--- src/rtl/traffic_pkg.sv ---
// Shared light codes, fault codes and monitor state for the traffic lamp safety path.
package traffic_pkg;

  localparam logic [2:0] LIGHT_GREEN  = 3'b001;
  localparam logic [2:0] LIGHT_YELLOW = 3'b010;
  localparam logic [2:0] LIGHT_RED    = 3'b100;
  localparam logic [2:0] LIGHT_OFF    = 3'b000;

  localparam logic [2:0] FLT_NONE     = 3'd0;
  localparam logic [2:0] FLT_INVALID  = 3'd1;
  localparam logic [2:0] FLT_CONFLICT = 3'd2;
  localparam logic [2:0] FLT_SKIP     = 3'd3;
  localparam logic [2:0] FLT_SHORT    = 3'd4;
  localparam logic [2:0] FLT_ORDER    = 3'd5;

  typedef enum logic {
    MONITOR     = 1'b0,
    FAULT_FLASH = 1'b1
  } mon_state_t;

  // True when a code is one of the three lit aspects the controller may emit.
  function automatic logic is_valid_light(input logic [2:0] light);
    return (light == LIGHT_GREEN) || (light == LIGHT_YELLOW) || (light == LIGHT_RED);
  endfunction

endpackage

--- src/rtl/traffic_conflict_monitor_if.sv ---
// Controller-side light codes in, lamp drive and fault status out.
interface traffic_conflict_monitor_if;
  logic [2:0] light_a_in;
  logic [2:0] light_b_in;
  logic       fault_clr;
  logic [2:0] lamp_a;
  logic [2:0] lamp_b;
  logic       fault;
  logic [2:0] fault_code;

  // Upstream controller / operator side.
  modport master (
    output light_a_in, light_b_in, fault_clr,
    input  lamp_a, lamp_b, fault, fault_code
  );

  // The monitor itself.
  modport slave (
    input  light_a_in, light_b_in, fault_clr,
    output lamp_a, lamp_b, fault, fault_code
  );
endinterface

--- src/rtl/light_dir_checker.sv ---
// Per-direction sequencing checker: remembers last cycle's code and the yellow run length.
module light_dir_checker
  import traffic_pkg::*;
#(
  parameter int MIN_YELLOW = 5
) (
  input  logic       clk,
  input  logic       rst,
  input  logic [2:0] light,
  input  logic       clr_load,
  output logic       invalid,
  output logic       skip_yellow,
  output logic       short_yellow,
  output logic       illegal_order
);

  localparam int          CW   = $clog2(MIN_YELLOW + 1);
  localparam logic [CW-1:0] YMAX = CW'(MIN_YELLOW);

  logic [2:0]    prev_reg;
  logic [CW-1:0] ycnt_reg;
  logic [CW-1:0] ycnt_next;

  // Yellow run length: saturating count, or preloaded full on a clear so an
  // in-progress yellow phase is treated as already long enough.
  always_comb begin
    ycnt_next = '0;
    if (light == LIGHT_YELLOW) begin
      if (clr_load)
        ycnt_next = YMAX;
      else if (ycnt_reg < YMAX)
        ycnt_next = ycnt_reg + CW'(1);
      else
        ycnt_next = ycnt_reg;
    end
  end

  // Previous code and yellow count track the input every cycle in every state.
  always_ff @(posedge clk or posedge rst) begin
    if (rst) begin
      prev_reg <= LIGHT_RED;
      ycnt_reg <= '0;
    end else begin
      prev_reg <= light;
      ycnt_reg <= ycnt_next;
    end
  end

  // Violation flags on the current code against last cycle's code.
  always_comb begin
    invalid       = !is_valid_light(light);
    skip_yellow   = (prev_reg == LIGHT_GREEN) && (light == LIGHT_RED);
    short_yellow  = (prev_reg == LIGHT_YELLOW) && (light != LIGHT_YELLOW) && (ycnt_reg < YMAX);
    illegal_order = ((prev_reg == LIGHT_YELLOW) && (light == LIGHT_GREEN)) ||
                    ((prev_reg == LIGHT_RED) && (light == LIGHT_YELLOW));
  end

endmodule

--- src/rtl/traffic_conflict_monitor.sv ---
// Safety stage: forwards legal light codes with one cycle latency, latches the first
// violation and flashes red on both directions until an operator clear.
module traffic_conflict_monitor
  import traffic_pkg::*;
#(
  parameter int MIN_YELLOW = 5,
  parameter int FLASH_HALF = 8
) (
  input  logic                        clk,
  input  logic                        rst,
  traffic_conflict_monitor_if.slave   bus
);

  localparam int          FW         = $clog2(2 * FLASH_HALF);
  localparam logic [FW-1:0] FLASH_LAST = FW'(2 * FLASH_HALF - 1);
  localparam logic [FW-1:0] FLASH_MID  = FW'(FLASH_HALF);

  mon_state_t    state_reg, state_next;
  logic [2:0]    lamp_a_reg, lamp_a_next;
  logic [2:0]    lamp_b_reg, lamp_b_next;
  logic [2:0]    code_reg, code_next;
  logic [FW-1:0] flash_reg, flash_next;

  logic       clr_load;
  logic [1:0] invalid, skip_yellow, short_yellow, illegal_order;
  logic       conflict;
  logic [2:0] viol_code;

  // The clear edge is the only one where checkers preload their yellow counts.
  assign clr_load = (state_reg == FAULT_FLASH) && bus.fault_clr;

  light_dir_checker #(.MIN_YELLOW(MIN_YELLOW)) u_chk_a (
    .clk(clk), .rst(rst), .light(bus.light_a_in), .clr_load(clr_load),
    .invalid(invalid[0]), .skip_yellow(skip_yellow[0]),
    .short_yellow(short_yellow[0]), .illegal_order(illegal_order[0])
  );

  light_dir_checker #(.MIN_YELLOW(MIN_YELLOW)) u_chk_b (
    .clk(clk), .rst(rst), .light(bus.light_b_in), .clr_load(clr_load),
    .invalid(invalid[1]), .skip_yellow(skip_yellow[1]),
    .short_yellow(short_yellow[1]), .illegal_order(illegal_order[1])
  );

  // Cross-direction conflict and lowest-code-wins priority encode.
  always_comb begin
    conflict  = (bus.light_a_in != LIGHT_RED) && (bus.light_b_in != LIGHT_RED);
    viol_code = FLT_NONE;
    if (|invalid)            viol_code = FLT_INVALID;
    else if (conflict)       viol_code = FLT_CONFLICT;
    else if (|skip_yellow)   viol_code = FLT_SKIP;
    else if (|short_yellow)  viol_code = FLT_SHORT;
    else if (|illegal_order) viol_code = FLT_ORDER;
  end

  // Next state, lamp drive, latched fault code and flash phase.
  always_comb begin
    state_next  = state_reg;
    lamp_a_next = lamp_a_reg;
    lamp_b_next = lamp_b_reg;
    code_next   = code_reg;
    flash_next  = flash_reg;
    case (state_reg)
      MONITOR: begin
        if (viol_code != FLT_NONE) begin
          state_next  = FAULT_FLASH;
          lamp_a_next = LIGHT_RED;
          lamp_b_next = LIGHT_RED;
          code_next   = viol_code;
          flash_next  = '0;
        end else begin
          lamp_a_next = bus.light_a_in;
          lamp_b_next = bus.light_b_in;
        end
      end
      FAULT_FLASH: begin
        if (bus.fault_clr) begin
          state_next  = MONITOR;
          lamp_a_next = bus.light_a_in;
          lamp_b_next = bus.light_b_in;
          code_next   = FLT_NONE;
          flash_next  = '0;
        end else begin
          flash_next  = (flash_reg == FLASH_LAST) ? '0 : flash_reg + FW'(1);
          lamp_a_next = (flash_next < FLASH_MID) ? LIGHT_RED : LIGHT_OFF;
          lamp_b_next = (flash_next < FLASH_MID) ? LIGHT_RED : LIGHT_OFF;
        end
      end
      default: state_next = MONITOR;
    endcase
  end

  // State and output registers.
  always_ff @(posedge clk or posedge rst) begin
    if (rst) begin
      state_reg  <= MONITOR;
      lamp_a_reg <= LIGHT_RED;
      lamp_b_reg <= LIGHT_RED;
      code_reg   <= FLT_NONE;
      flash_reg  <= '0;
    end else begin
      state_reg  <= state_next;
      lamp_a_reg <= lamp_a_next;
      lamp_b_reg <= lamp_b_next;
      code_reg   <= code_next;
      flash_reg  <= flash_next;
    end
  end

  assign bus.lamp_a     = lamp_a_reg;
  assign bus.lamp_b     = lamp_b_reg;
  assign bus.fault      = (state_reg == FAULT_FLASH);
  assign bus.fault_code = code_reg;

endmodule

--- src/flat_wrapper.sv ---
// flat-port wrapper written by rule: the top's interface ports become plain ports
module traffic_conflict_monitor_flat import traffic_pkg::*;
#(
  parameter int MIN_YELLOW = 5,
  parameter int FLASH_HALF = 8
)
  (clk, rst, bus_light_a_in, bus_light_b_in, bus_fault_clr, bus_lamp_a, bus_lamp_b, bus_fault, bus_fault_code);
  traffic_conflict_monitor_if bus_i ();
  input  logic clk;
  input  logic rst;
  input wire logic [$bits(bus_i.light_a_in)-1:0] bus_light_a_in;
  input wire logic [$bits(bus_i.light_b_in)-1:0] bus_light_b_in;
  input wire logic [$bits(bus_i.fault_clr)-1:0] bus_fault_clr;
  output wire logic [$bits(bus_i.lamp_a)-1:0] bus_lamp_a;
  output wire logic [$bits(bus_i.lamp_b)-1:0] bus_lamp_b;
  output wire logic [$bits(bus_i.fault)-1:0] bus_fault;
  output wire logic [$bits(bus_i.fault_code)-1:0] bus_fault_code;
  assign bus_i.light_a_in = bus_light_a_in;
  assign bus_i.light_b_in = bus_light_b_in;
  assign bus_i.fault_clr = bus_fault_clr;
  assign bus_lamp_a = bus_i.lamp_a;
  assign bus_lamp_b = bus_i.lamp_b;
  assign bus_fault = bus_i.fault;
  assign bus_fault_code = bus_i.fault_code;
  traffic_conflict_monitor #(.MIN_YELLOW(MIN_YELLOW), .FLASH_HALF(FLASH_HALF)) u_core (.clk(clk), .rst(rst), .bus(bus_i));
endmodule
--- config.mk ---
export PLATFORM = sky130hd
export DESIGN_NAME = traffic_conflict_monitor_flat
export DESIGN_NICKNAME = d
export VERILOG_FILES = /design/src/rtl/traffic_pkg.sv /design/src/rtl/traffic_conflict_monitor_if.sv /design/src/rtl/light_dir_checker.sv /design/src/rtl/traffic_conflict_monitor.sv /design/src/flat_wrapper.sv
export SDC_FILE = /design/constraint.sdc
export NUM_CORES = 1
export LEC_CHECK = 0
export CAP_MARGIN = 20
export CORE_UTILIZATION = 57
export DETAILED_ROUTE_END_ITERATION = 12
export MAX_ROUTING_LAYER = met4
export PLACE_DENSITY = 0.92
export SETUP_SLACK_MARGIN = 0.5
export SLEW_MARGIN = 40
export SYNTH_ARGS = -nofsm -noshare
export SYNTH_HDL_FRONTEND = slang
export SYNTH_SLANG_ARGS = --single-unit
--- constraint.sdc ---
create_clock -name clk -period 4.1 [get_ports clk]
set_input_delay 0.615 -clock clk [delete_from_list [all_inputs] [get_ports clk]]
set_output_delay 0.615 -clock clk [all_outputs]
set_load 0.005 [all_outputs]
==> flow_summary_export.csv, run 1 <==
group,metric,value,unit
outcome,status,"completed",
synthesis,synth_edf_count,0,
final_layout,antenna_cells,0,
critical_path,cpMaxStageDelayCell,"clkdlybuf4s50_1",
critical_path,critPathMaxFanout,8,
placement,gp_congestion,0.7925,
critical_path,critPathRequiredTime,4.32,ns
clocking,cts_resized,0,
route,ant_nets,0,
route,routed-via-count,1010,
timing,final_max_slew_viol_count,0,
synthesis,synth_top_area_cell,"dfrtp_1",
final_layout,n_fill_cell,165,
critical_path,end_kind,"flop",
grt,grt_pass1_vias,965,
hold_path,hp-class,"reg2reg",
floorplan,die_w,50.58,um
clocking,path_clk_slew,0.13,ns
synthesis,synth_fp_nets,133,
power,irDropWorstVdd,0.1819,mV
grt,track_usage,22.01,%
clocking,htreeDepth,1,
synthesis,ys_ff_latch,26,
clocking,cts_tree,"done",
clocking,cts_setup_buffers,0,
timing,worst_slew_pin_slew,0.5065,ns
floorplan,dieArea,0.002558,mm^2
floorplan,die-height,50.58,um
critical_path,cp_data_arrival_time,2.43,ns
critical_path,crit_type,"in2reg",
run,max_cap_viol_count,0,
power,power_per_cell_area,301.5,mW/mm^2
floorplan,rows,17,
synthesis,yosysWarnings,0,
placement,dpl_worst_slack,1.552,ns
placement,post-dp-hpwl,1.819,mm
grt,grt_overflow,0,
timing,finalSetupViolations,0,
grt,antenna_found_initial,0,
route,drt-total-wl,2.403,mm
synthesis,ys_types,39,
clocking,holdBufCountCts,0,
route,drt_iter0_drc,16,
grt,grt_max_degree,27,
placement,portBuffers,18,
critical_path,path_cells,"clkdlybuf4s50_1 -> nor3b_1 -> a22o_2 -> nand4bb_4 -> nor3_2 -> a2bb2o_1",
floorplan,initial_core_util,60.80,%
synthesis,synth_seq_area_share,48.74,%
timing,fin_crit_sh,53.90,%
final_layout,largest_reg_flops,4,
route,drt_first_pass_iters,4,
critical_path,crit_path_max_incr_delay,0.59,ns
synthesis,synth-main-ff-cell,"dfrtp_1",
critical_path,cp-start-kind,"primary input",
grt,grt_pass1_wl,4.119,mm
clocking,insertion_delay,0.32,ns
timing,fin_crit,2.210,ns
timing,slew_headroom,66.18,%
clocking,numCtsBuffers,3,
final_layout,final_nets,156,
power,p_leak,0.6743,nW
timing,hold_viol_final,0,
final_layout,final_util,72.17,%
synthesis,synth_top_area_share,40.93,%
route,wl_per_cell,14.05,um
timing,tns,0,ns
synthesis,synthTopCellsByCount,"dfrtp_1 (22), a21oi_1 (9), nand2_1 (9)",
final_layout,drive_gt1_share,13.99,%
timing,fmax,0.4525,GHz
synthesis,syn_inst,121,
timing,worst_clock_skew,0.004150,ns
route,drc,0,
clocking,cts-root-buf,"clkbuf_4",
synthesis,async_reset_ff_share,100.0,%
clocking,cts_max_path_buffers,2,
route,via_per_inst,5.906,
synthesis,synth.most_common_cell,"dfrtp_1",
synthesis,avgSynthCellArea,11.12,um^2
timing,setup_ws,1.890,ns
critical_path,worstPathBufferInverterCount,1,
final_layout,syn_to_final_growth,18.70,%
floorplan,io_pins,19,
floorplan,coreArea,0.002212,mm^2
clocking,clock_sinks,26,
synthesis,synthTopCellsByArea,"dfrtp_1 (41%), dfstp_2 (7.8%), a21oi_1 (3.3%)",
synthesis,netlist_area,0.001345,mm^2
critical_path,crit_family,"simple AND/OR/NAND/NOR gates",
timing,rsz0062_at_grt,"no",
[layer usage]
metal	part of all wire [%]	track usage [%]	vias up
li1	-	-	496
met1	50	28.74	495
met2	47	35.78	14
met3	2.2	2.727	5
met4	1.0	6.944	0
met5	0	-	-
[power breakdown]
| part | leakage [nW] | internal [mW] | switching [mW] | total [mW] |
|---|---|---|---|---|
| Combinational | 0.324 | 0.0371 | 0.0362 | 0.0733 |
| Sequential | 0.330 | 0.270 | 0.0108 | 0.281 |
| Clock | 0.0210 | 0.0544 | 0.0724 | 0.127 |
[cell type report]
| class | count | area, um^2 | area share, % |
|---|---|---|---|
| multi-input combinational | 88 | 663.1 | 41.54 |
| sequential | 26 | 655.6 | 41.07 |
| timing repair buffer | 18 | 180.2 | 11.29 |
| clock buffer | 4 | 36.28 | 2.273 |
| tap | 28 | 35.03 | 2.194 |
| inverter | 7 | 26.28 | 1.646 |
[per-stage QoR]
| step | hold slack, ns | area, um^2 | std cells | power (mW) |
|---|---|---|---|---|
| final | 0.5163 | 1597 | 171 | 0.4814 |
| after global routing | 0.5331 | 1597 | 171 | 0.5023 |
| after CTS | 0.5223 | 1597 | 171 | 0.4844 |
| after detailed placement | 0.4875 | 1560 | 167 | 0.3597 |
| after floorplan | 0.4791 | 1345 | 121 | 0.3240 |
| after global placement | 0.4829 | 1560 | 167 | 0.3563 |
[placed cells by master (no fill, tap or decap), drive strengths merged, types with 5 or more instances in the layout]
| cell | netlist | layout |
|---|---|---|
| nor2 | 7 | 7 |
| dfrtp | 22 | 22 |
| inv | 7 | 7 |
| o21ai | 8 | 8 |
| o31ai | 5 | 5 |
| nand2 | 10 | 10 |
| nor3b | 7 | 7 |
| a21oi | 9 | 9 |
| clkdlybuf4s50 | 0 | 18 |
[worst paths after layout]
kind                                                          end  slack [ns]                                 start  cells after the start
hold / removal               u_core.bus.fault_code[1]$_DFFE_PP0P_        0.52  u_core.bus.fault_code[1]$_DFFE_PP0P_                      1
min in group asynchronous  u_core.u_chk_b.ycnt_reg[0]$_DFFE_PP0P_        0.63                                   rst                      2
max in group asynchronous    u_core.u_chk_b.prev_reg[2]$_DFF_PP1_        3.12                                   rst                      2
setup reg to reg                   u_core.bus.lamp_b[1]$_DFF_PP0_        2.38  u_core.u_chk_a.prev_reg[2]$_DFF_PP1_                      5
hold reg to reg              u_core.bus.fault_code[1]$_DFFE_PP0P_        0.52  u_core.bus.fault_code[1]$_DFFE_PP0P_                      1
setup / recovery                  u_core.flash_reg[1]$_DFFE_PP0P_        1.89                     bus_light_a_in[2]                      6
[cell families after synthesis]
kind of cell	share of synthesized area, %
flip-flops	48.74
adder cells (fa/ha/maj)	2.791
buffers and inverters	1.954
multiplexers	1.488
AND/OR/NAND/NOR	25.12
AO/OA/AOI/OAI	19.91
Power figures use the tool's default switching activity.
==> inputs of run 2 (changes only) <==
--- a/config.mk
+++ b/config.mk
@@ -6,10 +6,10 @@
 export NUM_CORES = 1
 export LEC_CHECK = 0
 export CAP_MARGIN = 20
-export CORE_UTILIZATION = 57
+export CORE_UTILIZATION = 48
 export DETAILED_ROUTE_END_ITERATION = 12
 export MAX_ROUTING_LAYER = met4
-export PLACE_DENSITY = 0.92
+export PLACE_DENSITY = 0.83
 export SETUP_SLACK_MARGIN = 0.5
 export SLEW_MARGIN = 40
 export SYNTH_ARGS = -nofsm -noshare
==> constraint.sdc (replaced) <==
create_clock -name clk -period 2 [get_ports clk]
set_input_delay 0.3 -clock clk [delete_from_list [all_inputs] [get_ports clk]]
set_output_delay 0.3 -clock clk [all_outputs]
set_load 0.005 [all_outputs]
==> run 2 against run 1 <==
- combinational power increased by 140%
- clock skew up 0.013 ns
- sequential power is 110% higher
- cell count increased by 12%
- sequential share of layout area decreased by 4.3 points
- setup slack lost 1.6 ns
- global-route usage rose by 2.2 points
- wire length rose by 35%
- via count up 9.5%
- flip-flop and latch count did not move
- critical endpoint is now u_core.bus.lamp_b[0]$_DFF_PP0_
- highest routed layer unchanged
==> flow_summary_export.csv, run 2 (synthesis results as in run 1) <==
group,metric,value,unit
outcome,status,"completed",
floorplan,coreArea,0.002567,mm^2
route,routed-via-count,1106,
final_layout,layout_commonest_cell,"dfrtp_1",
grt,grt_pass1_wl,4.864,mm
timing,slew_headroom,71.86,%
power,seq_power_share,51.5,%
final_layout,final_nets,175,
critical_path,cp_data_arrival_time,1.96,ns
clocking,insertion_delay,0.33,ns
placement,portBuffers,18,
final_layout,drive_gt1_share,27.78,%
floorplan,dieArea,0.003018,mm^2
placement,gp_congestion,0.7670,
timing,worst_slew_pin_slew,0.4189,ns
critical_path,end_kind,"flop",
timing,finalSetupViolations,0,
final_layout,largest_reg_flops,4,
final_layout,final_util,69.54,%
critical_path,crit_type,"reg2reg",
route,drt_iter0_drc,24,
floorplan,initial_core_util,52.39,%
power,irDropWorstVdd,0.6043,mV
run,max_cap_viol_count,0,
timing,fmax,0.5763,GHz
timing,rsz0062_at_grt,"yes",
floorplan,die-height,54.94,um
power,power.switching,276.7,uW
floorplan,io_pins,19,
route,ant_nets,0,
power,power_per_cell_area,629.4,mW/mm^2
critical_path,cp-start-kind,"flop",
route,wl_per_cell,16.95,um
floorplan,rows,18,
power,p_total,1.124,mW
timing,final_max_slew_viol_count,0,
route,drt_first_pass_iters,4,
final_layout,syn_to_final_growth,32.74,%
power,switching_share,24.62,%
grt,grt_overflow,0,
grt,antenna_found_initial,0,
power,p_int,847.2,uW
power,p_comb_share,16.0,%
critical_path,r2r_cells,6,
placement,post-dp-hpwl,2.082,mm
route,via_per_inst,5.760,
clocking,cts-root-buf,"clkbuf_4",
critical_path,critPathRequiredTime,2.23,ns
power,clkPwrFrac,32.6,%
power,p_leak,0.8488,nW
grt,track_usage,24.18,%
hold_path,hp-class,"in2async",
route,drt-total-wl,3.254,mm
clocking,clock_sinks,26,
floorplan,die_w,54.94,um
grt,grt_pass1_vias,1109,
timing,worst_clock_skew,0.01726,ns
clocking,path_clk_slew,0.15,ns
final_layout,layout_common_cells,"dfrtp_1 (21), buf_4 (19), dlygate4sd2_1 (13)",
grt,grt_max_degree,27,
timing,fin_crit_sh,86.77,%
clocking,numCtsBuffers,3,
route,drc,0,
critical_path,critPathMaxFanout,7,
timing,fin_crit,1.735,ns
timing,hold_viol_final,0,
final_layout,antenna_cells,0,
clocking,cts_max_path_buffers,2,
clocking,cts_tree,"done",
clocking,htreeDepth,1,
run 2: changes by cell type in the layout (fill, tap and decap cells not counted), sizes merged:
cell / previous run / this run
bufinv: 0 / 1
dlygate4sd2: 0 / 13
clkdlybuf4s50: 18 / 2
buf: 0 / 19
clkbuf: 4 / 3
dlymetal6s2s: 0 / 3
run 2: critical path: stages (launching register included):
cell and delay [ns]:
dfstp_2 0.58, and4bb_1 0.25, nor2_2 0.06, o31ai_4 0.32, buf_4 0.18, o31ai_4 0.07, and2_1 0.18
run 2: per-layer routing:
| metal | global-route usage (%) | routed length [um] |
|---|---|---|
| met1 | 26.96 | 1380 |
| met2 | 41.77 | 1682 |
| met3 | 6.557 | 133 |
| met4 | 7.917 | 58 |
| met5 | - | 0 |
run 2: repair_timing:
action / CTS / global route
setup endpoints to repair: 22 / 17
pin swaps: 11 / 1
resized for setup: 17 / 7
setup buffers: 4 / 1
hold buffers: 0 / 0
gates cloned: 0 / 0
run 2: power by group through the flow:
stage | Sequential (mW) | Clock (mW) | Combinational, mW
finish | 0.578 | 0.366 | 0.179
detailed placement | 0.587 | 0 | 0.170
global route | 0.582 | 0.392 | 0.198
CTS | 0.577 | 0.369 | 0.170
floorplan | 0.583 | 0 | 0.0811
global placement | 0.585 | 0 | 0.165
run 2: worst paths after layout:
kind	start	slack [ns]	to
setup / recovery	u_core.u_chk_b.prev_reg[2]$_DFF_PP1_	0.26	u_core.bus.lamp_b[0]$_DFF_PP0_
hold / removal	rst	0.29	u_core.flash_reg[3]$_DFFE_PP0P_
setup reg to reg	u_core.u_chk_b.prev_reg[2]$_DFF_PP1_	0.26	u_core.bus.lamp_b[0]$_DFF_PP0_
hold reg to reg	u_core.bus.fault_code[1]$_DFFE_PP0P_	0.51	u_core.bus.fault_code[1]$_DFFE_PP0P_
max in group asynchronous	rst	1.40	u_core.u_chk_b.prev_reg[2]$_DFF_PP1_
min in group clk	bus_light_a_in[0]	0.33	u_core.u_chk_a.prev_reg[0]$_DFF_PP0_
run 2: layout make-up:
class / count / area, um^2
Fill cell: 193 / 782.0
Sequential cell: 26 / 656.9
Timing Repair Buffer: 37 / 314.1
Inverter: 7 / 26.28
Multi-Input combinational cell: 88 / 698.2
Tap cell: 30 / 37.54
Clock buffer: 3 / 22.52
Clock inverter: 1 / 30.03
run 2: stage by stage:
step | cells | cell area, um^2 | setup TNS [ns] | setup slack, ns | hold slack [ns]
floorplan | 121 | 1345 | 0 | 0.4318 | 0.3045
global placement | 183 | 1668 | -1.797 | -0.1920 | 0.4772
detailed placement | 183 | 1668 | -1.874 | -0.1905 | 0.4729
finish | 192 | 1785 | 0 | 0.2647 | 0.2879
CTS | 191 | 1748 | 0 | 0.2892 | 0.3055
global route | 192 | 1785 | 0 | 0.1942 | 0.3224
